<file path="src/rtl/veritune_freq_meter.sv">
// Gated frequency counter for a 1-bit audio square wave: synchronise, deglitch,
// count filtered rising edges over a fixed window, then convert the count to BCD.
module veritune_freq_meter #(
  parameter int GATE_CYCLES = 5000000,
  parameter int FILT_LEN    = 4
) (
  input  logic       board_clk,
  input  logic       Reset,
  input  logic       En,
  input  logic       Mic,
  output logic [9:0] Freq_Cnt,
  output logic [3:0] Bcd3,
  output logic [3:0] Bcd2,
  output logic [3:0] Bcd1,
  output logic [3:0] Bcd0,
  output logic       Ovf,
  output logic       Valid,
  output logic       Busy
);

  localparam int TW = (GATE_CYCLES > 1) ? $clog2(GATE_CYCLES) : 1;
  localparam int RW = (FILT_LEN > 1) ? $clog2(FILT_LEN) : 1;
  localparam logic [TW-1:0] TIMER_LAST = TW'(GATE_CYCLES - 1);
  localparam logic [RW-1:0] RUN_LAST   = RW'(FILT_LEN - 1);
  localparam logic [3:0]    ITER_LAST  = 4'd9;

  typedef enum logic [1:0] {
    S_IDLE,
    S_GATE,
    S_CONVERT,
    S_PUBLISH
  } state_t;

  // Input conditioning
  logic          sync_q;
  logic          mic_s_q;
  logic          filt_q;
  logic          filt_d;
  logic [RW-1:0] run_q;
  logic [RW-1:0] run_d;
  logic          rise_d;
  logic          edge_q;

  // Measurement datapath
  state_t        state_q;
  logic [TW-1:0] timer_q;
  logic [9:0]    cnt_q;
  logic [9:0]    cnt_d;
  logic          sat_q;
  logic          sat_d;
  logic [9:0]    bin_q;
  logic [11:0]   bcd_q;
  logic [11:0]   bcd_adj;
  logic [12:0]   dd_step;
  logic [3:0]    iter_q;

  // Published results
  logic [9:0]    freq_q;
  logic          bcd3_q;
  logic [3:0]    bcd2_q;
  logic [3:0]    bcd1_q;
  logic [3:0]    bcd0_q;
  logic          ovf_q;
  logic          valid_q;
  logic          busy_q;

  // The level flips only once mic_s has disagreed for FILT_LEN cycles in a row.
  always_comb begin
    filt_d = filt_q;
    run_d  = '0;
    rise_d = 1'b0;
    if (mic_s_q != filt_q) begin
      if (run_q == RUN_LAST) begin
        filt_d = mic_s_q;
        rise_d = mic_s_q;
      end else begin
        run_d = run_q + RW'(1);
      end
    end
  end

  always_ff @(posedge board_clk or posedge Reset) begin
    if (Reset) begin
      sync_q  <= 1'b0;
      mic_s_q <= 1'b0;
      filt_q  <= 1'b0;
      run_q   <= '0;
      edge_q  <= 1'b0;
    end else begin
      sync_q  <= Mic;
      mic_s_q <= sync_q;
      filt_q  <= filt_d;
      run_q   <= run_d;
      edge_q  <= rise_d;
    end
  end

  always_comb begin
    cnt_d = cnt_q;
    sat_d = sat_q;
    if (edge_q) begin
      if (cnt_q == 10'd1023) begin
        sat_d = 1'b1;
      end else begin
        cnt_d = cnt_q + 10'd1;
      end
    end
  end

  // Shift-add-3: only units..hundreds need correcting; thousands never exceeds 1.
  genvar gi;
  generate
    for (gi = 0; gi < 3; gi++) begin : g_adj
      assign bcd_adj[gi*4 +: 4] = (bcd_q[gi*4 +: 4] >= 4'd5) ?
                                  bcd_q[gi*4 +: 4] + 4'd3 : bcd_q[gi*4 +: 4];
    end
  endgenerate

  assign dd_step = {bcd_adj, bin_q[9]};

  always_ff @(posedge board_clk or posedge Reset) begin
    if (Reset) begin
      state_q <= S_IDLE;
      timer_q <= '0;
      cnt_q   <= '0;
      sat_q   <= 1'b0;
      bin_q   <= '0;
      bcd_q   <= '0;
      iter_q  <= '0;
      freq_q  <= '0;
      bcd3_q  <= 1'b0;
      bcd2_q  <= '0;
      bcd1_q  <= '0;
      bcd0_q  <= '0;
      ovf_q   <= 1'b0;
      valid_q <= 1'b0;
      busy_q  <= 1'b0;
    end else begin
      case (state_q)
        S_IDLE: begin
          valid_q <= 1'b0;
          if (En) begin
            state_q <= S_GATE;
            timer_q <= '0;
            cnt_q   <= '0;
            sat_q   <= 1'b0;
            busy_q  <= 1'b1;
          end
        end

        S_GATE: begin
          if (!En) begin
            state_q <= S_IDLE;
            busy_q  <= 1'b0;
          end else begin
            cnt_q <= cnt_d;
            sat_q <= sat_d;
            if (timer_q == TIMER_LAST) begin
              // cnt_d already includes a pulse landing on the final gate cycle.
              state_q <= S_CONVERT;
              bin_q   <= cnt_d;
              bcd_q   <= '0;
              iter_q  <= '0;
            end else begin
              timer_q <= timer_q + TW'(1);
            end
          end
        end

        S_CONVERT: begin
          bin_q  <= {bin_q[8:0], 1'b0};
          bcd_q  <= dd_step[11:0];
          iter_q <= iter_q + 4'd1;
          if (iter_q == ITER_LAST) begin
            state_q <= S_PUBLISH;
            freq_q  <= cnt_q;
            bcd3_q  <= dd_step[12];
            bcd2_q  <= dd_step[11:8];
            bcd1_q  <= dd_step[7:4];
            bcd0_q  <= dd_step[3:0];
            ovf_q   <= sat_q;
            valid_q <= 1'b1;
            busy_q  <= 1'b0;
          end
        end

        S_PUBLISH: begin
          valid_q <= 1'b0;
          if (En) begin
            state_q <= S_GATE;
            timer_q <= '0;
            cnt_q   <= '0;
            sat_q   <= 1'b0;
            busy_q  <= 1'b1;
          end else begin
            state_q <= S_IDLE;
          end
        end

        default: begin
          state_q <= S_IDLE;
          valid_q <= 1'b0;
          busy_q  <= 1'b0;
        end
      endcase
    end
  end

  assign Freq_Cnt = freq_q;
  assign Bcd3     = {3'b000, bcd3_q};
  assign Bcd2     = bcd2_q;
  assign Bcd1     = bcd1_q;
  assign Bcd0     = bcd0_q;
  assign Ovf      = ovf_q;
  assign Valid    = valid_q;
  assign Busy     = busy_q;

endmodule

</file>
<file path="config.mk">
export PLATFORM = sky130hd
export DESIGN_NAME = veritune_freq_meter
export DESIGN_NICKNAME = d
export VERILOG_FILES = /design/src/rtl/veritune_freq_meter.sv
export SDC_FILE = /design/constraint.sdc
export NUM_CORES = 1
export LEC_CHECK = 0
export BUFFER_PORTS_ARGS = -buffer_cell sky130_fd_sc_hd__buf_4
export CORE_ASPECT_RATIO = 2
export CORE_UTILIZATION = 40
export CTS_BUF_LIST = sky130_fd_sc_hd__clkbuf_8
export DETAILED_ROUTE_END_ITERATION = 7
export SLEW_MARGIN = 10
export SYNTH_ARGS = -nofsm -noshare
export SYNTH_HDL_FRONTEND = slang
export SYNTH_SLANG_ARGS = --single-unit
</file>
<file path="constraint.sdc">
create_clock -name board_clk -period 5.5 [get_ports board_clk]
set_input_delay 0 -clock board_clk [delete_from_list [all_inputs] [get_ports board_clk]]
set_output_delay 0 -clock board_clk [all_outputs]
set_load 0.03 [all_outputs]
</file>
# Yosys cells after proc, flatten, opt, wreduce, memory -nomap -nowiden
# Cells that the tools add are included.
# Widths: inputs -> output; s select.
dict set report classes {
  add_sub_neg 7
  mul 0
  div_mod_pow 0
  n_lt_le_gt_ge 3
  eq_ne 18
  n_shift 0
  mux 42
  bitwise_logic 0
  n_reduce_logical 14
}
# operator n
set op_table {}
lappend op_table {{$mux 23} 3}
lappend op_table {{$mux 10} 6}
lappend op_table {{$pmux 23 s2} 1}
lappend op_table {{$pmux 10 s2} 2}
lappend op_table {{$mux 12} 2}
lappend op_table {{$pmux 12 s2} 1}
lappend op_table {{$add 23x1->23 const B} 1}
lappend op_table {{$eq 23x23->1 const B} 1}
lappend op_table {{$mux 4} 5}
lappend op_table {{$ne 2x2->1 const B} 8}
lappend op_table {{$add 4x2->4 const B} 3}
lappend op_table {{$ge 4x3->1 const B} 3}
lappend op_table {{$mux 2} 6}
lappend op_table {{$reduce_and 3->1} 4}
lappend op_table {{$mux 1} 11}
lappend op_table {{$add 10x1->10 const B} 1}
lappend op_table {{$eq 10x10->1 const B} 1}
lappend op_table {{$pmux 2 s4} 1}
lappend op_table {{$pmux 4 s2} 1}
lappend op_table {{$eq 2x2->1 const B} 3}
lappend op_table {{$reduce_and 2->1} 3}
lappend op_table {{$reduce_bool 2->1} 3}
lappend op_table {{$reduce_and 5->1} 1}
lappend op_table {{$add 4x1->4 const B} 1}
lappend op_table {{other kinds (11)} 12}
dict set report word_totals {
  reg_bits 94
  latch_bits 0
  ramBits 0
  mem_bits_ro 0
  inputBits 4
  out_inout_bits 29
  elab_cells 104
  memories 0
}

# Longest topological paths before layout
# Gate-level depths: netlist of run 1.
dict set report logic_depth {
  word_depth 6
  mapped_depth 9
  mapped_depth_nobuf 7
}

# Worst setup path before layout of run 1
# Ideal clock, no wire load.
dict set report synth_path {
  path_kind {register to register}
  start {register timer_q[15]}
  end {register bin_q[1]}
  setup_time_ns 0.120
  arrival_time_ns 2.104
  t_required_ns 5.380
  path_slack_ns 3.276
  stages_incl_launch_ff 7
  n_path_buf 1
  period_less_slack_ns 2.224
  path_cell_list {dfrtp_1 or4_4 or4_4 buf_6 o21ai_2 nand2_1 o211a_1}
}
dict set report synth_via {
  elab_chain_cells 3
}
# item line
set synth_rtl {}
lappend synth_rtl {{start: declaration} 46} ;# logic [TW-1:0] timer_q;
lappend synth_rtl {{start signal: assignment} 165} ;# timer_q <= timer_q + TW'(1);
lappend synth_rtl {{$eq 23x23->1} 158} ;# if (timer_q == TIMER_LAST) begin
lappend synth_rtl {{$ne 2x2->1 (no source line)} -}
lappend synth_rtl {{$reduce_and 3->1 (no source line)} -}
lappend synth_rtl {{end signal: assignment} 161} ;# bin_q <= cnt_d;
lappend synth_rtl {{end signal: assignment} 171} ;# bin_q <= {bin_q[8:0], 1'b0};
lappend synth_rtl {{end: declaration} 51} ;# logic [9:0] bin_q;
# Every way passes these cells.
# A chain may end at the register's enable or synchronous reset.

# Final worst setup path of run 1
dict set report layout_path {
  start {register state_q[0]}
  end {register freq_q[4], in the netlist Freq_Cnt[4]}
}
dict set report layout_via {
  elab_chain_cells 2
}
# item line
set layout_rtl {}
lappend layout_rtl {{start: declaration} 45} ;# state_t state_q;
lappend layout_rtl {{start signal: assignment} 123} ;# state_q <= S_IDLE;
lappend layout_rtl {{start signal: assignment} 143} ;# state_q <= S_GATE;
lappend layout_rtl {{start signal: assignment} 153} ;# state_q <= S_IDLE;
lappend layout_rtl {{$eq 2x2->1} 139} ;# case (state_q)
lappend layout_rtl {{$reduce_and 2->1 (no source line)} -}
lappend layout_rtl {{end signal: assignment} 176} ;# freq_q <= cnt_q;
lappend layout_rtl {{end: declaration} 58} ;# logic [9:0] freq_q;
# Every way passes these cells.

==> metrics.txt, run 1 <==
count of input and output buffers 29; gpl congestion 0.861; Die X 81.1 µm; ant diodes 0; Critical Path Max Stage Delay 0.69 ns; slowest CP cell or2_2; sequential element share of the synthesized area 0.470; CP startpoint kind register; period utilization 0.525; first-pass iteration count of the detailed router 4; Rel. slew slack 0.245; Num CTS Buffers 9; Skew-Pair Late Insertion Delay 0.37 ns; worst r2r dst Freq_Cnt[4]; endpoints failing setup 0; clock skew 0.0115 ns; total I/O pin count 33; setup TNS 0 ns; share of post-route cells with drive strength above 1 0.140; largest cells by area after synthesis dfrtp_1, ha_1, o21ai_0; Yosys Warn Count 0; combinational power share 0.194; Int Pwr 1.05 mW; Worst Path Required 5.75 ns; post-layout net count 551; Async S/R FF share, synth 1.00; Clock Power Share 0.306; Psw 0.482 mW; crit-path cells inv_1 > ha_1 > inv_1 > or2_2 > mux2_2; DR vias/cell 5.78; Crit Path Max Fanout 38; syn avg cell area 9.79 µm²; post-DP HPWL 8240 µm; via count 3936; Synth Cell Area 5000 µm²; cell mode on critical path inv_1; r2r startpoint state_q[0]; Final Util 0.453; post-CTS setup buffer count 0; Total Wirelength 11500 µm; Die Ht 160 µm; Top FF cell, synth dfrtp_1; FF-to-FF path depth 5; Max clock buf depth 2; Core Region 12200 µm²; initial antenna violation count 0; grt ovf 0; post-route antenna net violation count 0; CTS tree yes; Max-Cap Viols 0; CP Class register to register; crit path DAT 3.14 ns; Post-synth EDFFs 0; area of the multi-input gates 2420 µm²; Pleak 2.48 nW; Reg clk slew, reported paths 0.09 ns; register area 2350 µm²; RSZ-0062 raised after global routing no; drt initial violations 304; Final Hold Viols 0; H-tree Lvls 3; wire per inst 16.9 µm; area leader, netlist dfrtp_1; hold_buf cts 3; sw frac 0.314; clk sink count 94; fin. max-slew vios 0; status finished clean; Synth top area share 0.470; vias in the first global route 3925; Mapped Cells 511; VDD IR max 0.000132 V; Pwr per Cell Area 278 nW/µm²; fmax 0.346 GHz; post-CTS sizing 0; largest net degree at the start of global routing 68; Yosys reg bits 94; commonest cells after routing, fill and taps aside dfrtp_1, nand2_1, o21ai_0; most common cell after layout, fill and taps aside dfrtp_1; Worst Tran Pin Value 1.13 ns; Residual DRC 0; Row Count 57; Period minus WS final 2.89 ns; fillers 1194; r2r setup slk 2.61 ns; Initial Util 0.410; Unique masters post-synth 66; Hold WC Path Type primary input to asynchronous set/reset pin; die area 13000 µm²; Area Growth Syn to Fin 10.4%; global-route wire length before repair 19200 µm; CTS root buf clkbuf_8; Worst Setup End Kind register; Seq pwr share 0.501; Total GRT Usage 0.193
power groups by stage:
stage | registers, mW | clock network [mW] | logic [mW]
after CTS | 0.768 | 0.482 | 0.299
after global placement | 0.779 | 0 | 0.282
after detailed placement | 0.781 | 0 | 0.296
after global routing | 0.776 | 0.512 | 0.329
final | 0.769 | 0.469 | 0.298
after floorplan | 0.772 | 0 | 0.222
metal layers:
| metal | wire length, µm | global-route usage |
|---|---|---|
| met5 | 0 | 0 |
| met4 | 476 | 0.101 |
| met3 | 312 | 0.0343 |
| met2 | 6410 | 0.346 |
| met1 | 4330 | 0.208 |
cells in the mapped netlist (5+ instances only):
cell type / n
clkbuf_1: 21
nand4_1: 10
nand2_1: 55
o21ai_0: 42
a22o_1: 10
dfrtp_1: 94
mux2_2: 16
nor3_1: 11
nand3_1: 18
ha_1: 17
nand2b_1: 10
xnor2_1: 15
nor2_1: 17
a21oi_1: 28
inv_1: 29
nor4_1: 6
o31ai_1: 12
nand3b_1: 5
and4_1: 7
a31oi_1: 10
flip-flops by register name, indices dropped and copies added (netlist names), named ones only:
name      count
Busy          1
state_q       1
filt_q        1
Ovf           1
bin_q        10
iter_q        4
Bcd2          4
sync_q        1
bcd_q        12
cnt_q        10
Bcd1          4
Freq_Cnt     10
sat_q         1
edge_q        1
Valid         1
mic_s_q       1
bcd3_q        1
Bcd0          4
run_q         2
timer_q      23
worst max-delay path by stage:
stage / from / end / slack [ns] / cells after the start
finish: state_q[0] / Freq_Cnt[4] / 2.61 / 5
CTS: state_q[0] / Freq_Cnt[1] / 2.60 / 5
global route: state_q[0] / Freq_Cnt[7] / 2.41 / 5
detailed placement: state_q[0] / Freq_Cnt[1] / 2.63 / 5
floorplan: Reset / Bcd0[0] / 3.05 / 1
global placement: state_q[0] / Freq_Cnt[2] / 2.72 / 5
cell families after synthesis:
logic type / share of synthesized area
AO/OA/AOI/OAI: 0.185
XOR/XNOR: 0.0298
adder cells (fa/ha/maj): 0.0425
buffers and inverters: 0.0468
flip-flops: 0.470
multiplexers: 0.0440
other: 0.000749
AND/OR/NAND/NOR: 0.182
worst max-delay path, delay by kind of cell, from the launching register on:
kind                     cells  cell delay [ns]
buffers and inverters        2             0.67
adder cells (fa/ha/maj)      1             0.57
flip-flops                   1             0.43
multiplexers                 1             0.37
AND/OR/NAND/NOR              1             0.69
per-stage QoR:
| stage | hold WS [ns] | power [mW] | setup slack (ns) | cell area [µm²] | std cells |
|---|---|---|---|---|---|
| detailed placement | 0.0439 | 1.08 | 2.63 | 5300 | 663 |
| global route | 0.223 | 1.62 | 2.41 | 5530 | 681 |
| global placement | 0.0327 | 1.06 | 2.72 | 5300 | 663 |
| CTS | 0.205 | 1.55 | 2.60 | 5530 | 681 |
| floorplan | 0.0314 | 0.994 | 3.05 | 5010 | 513 |
| finish | 0.193 | 1.54 | 2.61 | 5530 | 681 |
layout make-up:
class,count,area share
clock buffers,11,0.0274
multi-input cells,363,0.439
flip-flops and latches,94,0.426
inverters,29,0.0199
clock inverters,4,0.00861
well taps,147,0.0333
repair buffers,33,0.0462
(Power assumes the default switching activity.)
==> inputs of run 2 (changes only) <==
==> constraint.sdc (replaced) <==
create_clock -name board_clk -period 2.8 [get_ports board_clk]
set_input_delay 0 -clock board_clk [delete_from_list [all_inputs] [get_ports board_clk]]
set_output_delay 0 -clock board_clk [all_outputs]
set_load 0.03 [all_outputs]
==> metrics.txt, run 2 (synthesis results as in run 1) <==
max reg flops 23; hold_buf cts 3; first-pass iteration count of the detailed router 4; Total Wirelength 11400 µm; via count 3930; Crit path max-delay family simple AND/OR/NAND/NOR gates; largest net degree at the start of global routing 69; Pwr per Cell Area 539 nW/µm²; Final Hold Viols 0; Critical Path Max Stage Delay 0.63 ns; most common cell after layout, fill and taps aside dfrtp_1; post-CTS setup buffer count 0; fillers 1143; Rel. slew slack 0.531; CTS root buf clkbuf_8; vias in the first global route 3917; CTS tree yes; WL met2 6420 µm; drt initial violations 223; Period minus WS final 2.35 ns; RSZ-0062 raised after global routing no; Num CTS Buffers 9; post-layout net count 561; CP bufs+invs 0; initial antenna violation count 0; top sig layer met4; Worst Setup End Kind register; Core Region 12200 µm²; top flop regs timer_q x23, bcd_q x12; wire per inst 16.5 µm; post-CTS sizing 0; clk sink count 94; slowest CP cell or4_4; Reg clk slew, reported paths 0.09 ns; Area Growth Syn to Fin 12.2%; total I/O pin count 33; DR vias/cell 5.68; CP startpoint kind register; clock skew 0.00874 ns; Pleak 2.52 nW; grt ovf 0; Total GRT Usage 0.192; Residual DRC 0; fmax 0.425 GHz; post-route antenna net violation count 0; Routed met1 length 4330 µm; routed length on met3 292 µm; share of post-route cells with drive strength above 1 0.158; post-DP HPWL 8370 µm; Crit Path Max Fanout 7; die area 13000 µm²; VDD IR max 0.000204 V; status finished clean; count of input and output buffers 29; cell mode on critical path or4_4; Top reg by flops timer_q; global-route wire length before repair 19300 µm; crit-path cells or4_4 > or4_4 > o21ai_2 > nand2_1 > o211a_1; H-tree Lvls 3; Row Count 57; Max clock buf depth 2; Hold WC Path Type primary input to asynchronous set/reset pin; r2r startpoint timer_q[15]; gpl congestion 0.857; Max-Cap Viols 0; Worst Tran Pin Value 0.703 ns; setup TNS 0 ns; commonest cells after routing, fill and taps aside dfrtp_1, nand2_1, o21ai_0; Die Ht 160 µm; CP Class register to register; Die X 81.1 µm; crit path DAT 2.61 ns; critical path startpoint timer_q[15]; WHS 0.200 ns; Skew-Pair Late Insertion Delay 0.36 ns; Initial Util 0.410; ant diodes 0; fin. max-slew vios 0; Worst Path Required 3.06 ns; period utilization 0.840; endpoints failing setup 0
[run 2: cell types whose count changed in the layout (fill, tap and decap cells not counted)]
cell	change
buf_4	+9
clkinvlp_4	+2
buf_12	+1
clkbuf_8	-1
[run 2: per-layer routing]
| metal | vias to the layer above | global-route usage |
|---|---|---|
| li1 | 1899 | - |
| met1 | 1910 | 0.210 |
| met2 | 90 | 0.349 |
| met3 | 31 | 0.0229 |
| met4 | 0 | 0.0950 |
| met5 | - | 0 |
[run 2: worst register-to-register path: stages, from the launching register on]
cell,delay [ns]
dfrtp_1,0.42
or4_4,0.57
or4_4,0.63
o21ai_2,0.25
nand2_1,0.16
o211a_1,0.23
[run 2: power breakdown]
part           total (mW)  internal [mW]  leakage [nW]  switching [mW]
sequential           1.52           1.43          1.20          0.0852
clock               0.913          0.434        0.0997           0.479
combinational       0.594          0.205          1.22           0.390
total                3.02           2.07          2.52           0.954
[run 2: stage by stage]
stage	setup WS [ns]	area, µm²	cells	total power [mW]	utilization
after CTS	0.443	5610	692	3.07	0.460
after floorplan	0.351	5010	513	1.95	-
after detailed placement	0.456	5380	673	2.14	0.441
final	0.449	5610	692	3.02	0.460
after global placement	0.501	5380	673	2.12	0.441
after global routing	0.298	5610	692	3.20	0.460
[run 2: worst paths after layout]
| check | to | slack [ns] | cells after the start |
|---|---|---|---|
| max | bin_q[1] | 0.45 | 5 |
| min | edge_q | 0.20 | 3 |
| max reg2reg | bin_q[1] | 0.45 | 5 |
| min reg2reg | mic_s_q | 0.36 | 0 |
| max in group asynchronous | bcd_q[7] | 1.88 | 4 |
| min in group board_clk | sync_q | 0.28 | 2 |
[run 2: cell type report]
class | instances | area [µm²] | share of cell area
Sequential cell | 94 | 2350 | 0.419
Tap cell | 147 | 184 | 0.0328
Clock buffer | 10 | 138 | 0.0245
Timing Repair Buffer | 43 | 343 | 0.0611
Inverter | 29 | 110 | 0.0196
Clock inverter | 6 | 62.6 | 0.0111
Multi-Input combinational cell | 363 | 2420 | 0.432
==> inputs of run 3 (changes only) <==
--- a/config.mk
+++ b/config.mk
@@ -5,6 +5,7 @@
 export SDC_FILE = /design/constraint.sdc
 export NUM_CORES = 1
 export LEC_CHECK = 0
+export ABC_AREA = 1
 export BUFFER_PORTS_ARGS = -buffer_cell sky130_fd_sc_hd__buf_4
 export CORE_ASPECT_RATIO = 2
 export CORE_UTILIZATION = 40
==> constraint.sdc (replaced) <==
create_clock -name board_clk -period 2 [get_ports board_clk]
set_input_delay 0 -clock board_clk [delete_from_list [all_inputs] [get_ports board_clk]]
set_output_delay 0 -clock board_clk [all_outputs]
set_load 0.03 [all_outputs]
==> metrics.txt, run 3 <==
post-layout net count 748; Initial Util 0.409; CTS tree yes; most frequent cell after synthesis nand2_1; count of input and output buffers 29; fin. max-slew vios 0; sw frac 0.360; Rel. slew slack 0.664; Top FF cell, synth dfrtp_1; combinational power share 0.282; area leader, netlist dfrtp_1; commonest cells after routing, fill and taps aside nand2_1, dfrtp_1, inv_1; Die X 82.2 µm; Synth top area share 0.458; Pleak 2.82 nW; post-route antenna net violation count 0; Residual DRC 0; crit path DAT 2.03 ns; Period minus WS final 1.79 ns; Top reg by flops timer_q; Int Pwr 3.17 mW; vias in the first global route 4368; period utilization 0.894; DR vias/cell 5.09; Hold WC Path Type primary input to register; most common cell after layout, fill and taps aside nand2_1; Yosys reg bits 94; clock skew 0.0153 ns; Clock Power Share 0.277; ant diodes 0; initial antenna violation count 0; top post-synthesis cells by count nand2_1, dfrtp_1, inv_1, nor2_1, o21ai_0; Critical Path Max Stage Delay 0.41 ns; crit-path cells inv_1 > ha_1 > nand2_1 > inv_1 > nand3_1 > nand2_2 > inv_4 > nand2_1 > o21ai_0; Final Hold Viols 0; max reg flops 23; Worst Setup End Kind register; CP startpoint kind register; Mapped Cells 688; worst setup margin 0.211 ns; wire per inst 14.1 µm; Yosys Warn Count 0; endpoints failing setup 0; Post-synth EDFFs 0; Core Region 12600 µm²; VDD IR max 0.000441 V; Unique masters post-synth 30; Worst Path Required 2.24 ns; top flop regs timer_q x23, bcd_q x12; Total GRT Usage 0.201; gpl congestion 0.919; Area Growth Syn to Fin 13.7%; first-pass iteration count of the detailed router 4; grt ovf 0; status finished clean; via count 4488; Skew-Pair Late Insertion Delay 0.37 ns; Max clock buf depth 2; fmax 0.559 GHz; share of post-route cells with drive strength above 1 0.111; Num CTS Buffers 9; total power 4.95 mW; Die Ht 162 µm; RSZ-0062 raised after global routing no; Total Wirelength 12400 µm; Async S/R FF share, synth 1.00; Pwr per Cell Area 846 nW/µm²; H-tree Lvls 3; Seq pwr share 0.441; CTS root buf clkbuf_8; largest net degree at the start of global routing 95; total I/O pin count 33; Reg clk slew, reported paths 0.10 ns; die area 13300 µm²; Row Count 58; Max-Cap Viols 0; Crit Path Max Fanout 25; Worst Tran Pin Value 0.504 ns; setup TNS 0 ns; CP Class register to register; Synth Cell Area 5140 µm²; drt initial violations 245; slowest CP cell dfrtp_1; post-DP HPWL 9150 µm; global-route wire length before repair 20300 µm; sequential element share of the synthesized area 0.458; Place WS 0.0969 ns; largest cells by area after synthesis dfrtp_1, nand2_1, o21ai_0; Psw 1.78 mW; clk sink count 94; syn avg cell area 7.47 µm²
-- run 3: cells by family (layout without fill, tap and decap cells) --
| family | count (synthesis) | count (layout) | share of synthesized area |
|---|---|---|---|
| AOI/OAI and AO/OA | 85 | 85 | 0.0857 |
| xor gates and xnor gates | 18 | 18 | 0.0307 |
| DFF | 94 | 94 | 0.458 |
| and+or+nand+nor | 382 | 382 | 0.307 |
| other | 1 | 3 | 0.000730 |
| adders and majority gates | 17 | 17 | 0.0414 |
| buffers and inverters | 91 | 133 | 0.0764 |
-- run 3: timing repair --
item / in CTS / in global routing
gates resized for setup: 0 / 6
hold endpoints to repair: 97 / 0
setup buffers: 0 / 2
endpoints found under the setup margin: 0 / 42
hold buffers: 3 / 0
-- run 3: final cells by class --
| type | instances | area [µm²] |
|---|---|---|
| Inverter | 68 | 262 |
| Clock buffer | 11 | 151 |
| Fill cell | 1271 | 6710 |
| Clock inverter | 5 | 63.8 |
| Sequential cell | 94 | 2350 |
| Multi-Input combinational cell | 505 | 2410 |
| Tap cell | 150 | 188 |
| Timing Repair Buffer | 49 | 413 |
-- run 3: metal layers --
metal	track usage	vias to the layer above	wire length (µm)
li1	-	2247	-
met1	0.208	2129	4720
met2	0.371	81	6870
met3	0.0337	31	299
met4	0.102	0	546
met5	0	-	0
-- run 3: worst max-delay path, delay by kind of cell, from the launching register on --
family	cells	cell delay (ns)
AOI/OAI and AO/OA	1	0.08
buffers and inverters	3	0.39
adders and majority gates	1	0.27
DFF	1	0.41
and+or+nand+nor	4	0.49
-- run 3: final timing paths --
check,startpoint,to,slack (ns),cells past startpoint
hold / removal,Mic,sync_q,0.28,2
min in group asynchronous,Reset,Freq_Cnt[0],0.34,4
setup / recovery,register,bcd_q[10],0.21,9
hold reg to reg,sync_q,mic_s_q,0.36,0
max in group asynchronous,Reset,asynchronous set/reset pin,1.28,4
setup reg to reg,register,bcd_q[10],0.21,9
-- run 3: stage by stage --
| step | hold slack (ns) | utilization | instances | cell area [µm²] |
|---|---|---|---|---|
| 4_1_cts | 0.266 | 0.463 | 880 | 5810 |
| 3_3_place_gp | 0.111 | 0.444 | 861 | 5570 |
| 6_report | 0.285 | 0.466 | 882 | 5850 |
| 3_5_place_dp | 0.111 | 0.444 | 861 | 5570 |
| 5_1_grt | 0.279 | 0.466 | 882 | 5850 |
| 2_1_floorplan | 0.0314 | - | 690 | 5150 |
-- run 3: power groups by stage --
stage	combinational, mW	sequential [mW]	clock (mW)
after floorplan	0.889	2.21	0
after global placement	1.34	2.21	0
after detailed placement	1.37	2.22	0
after CTS	1.37	2.18	1.43
after global routing	1.54	2.21	1.52
final	1.39	2.18	1.37
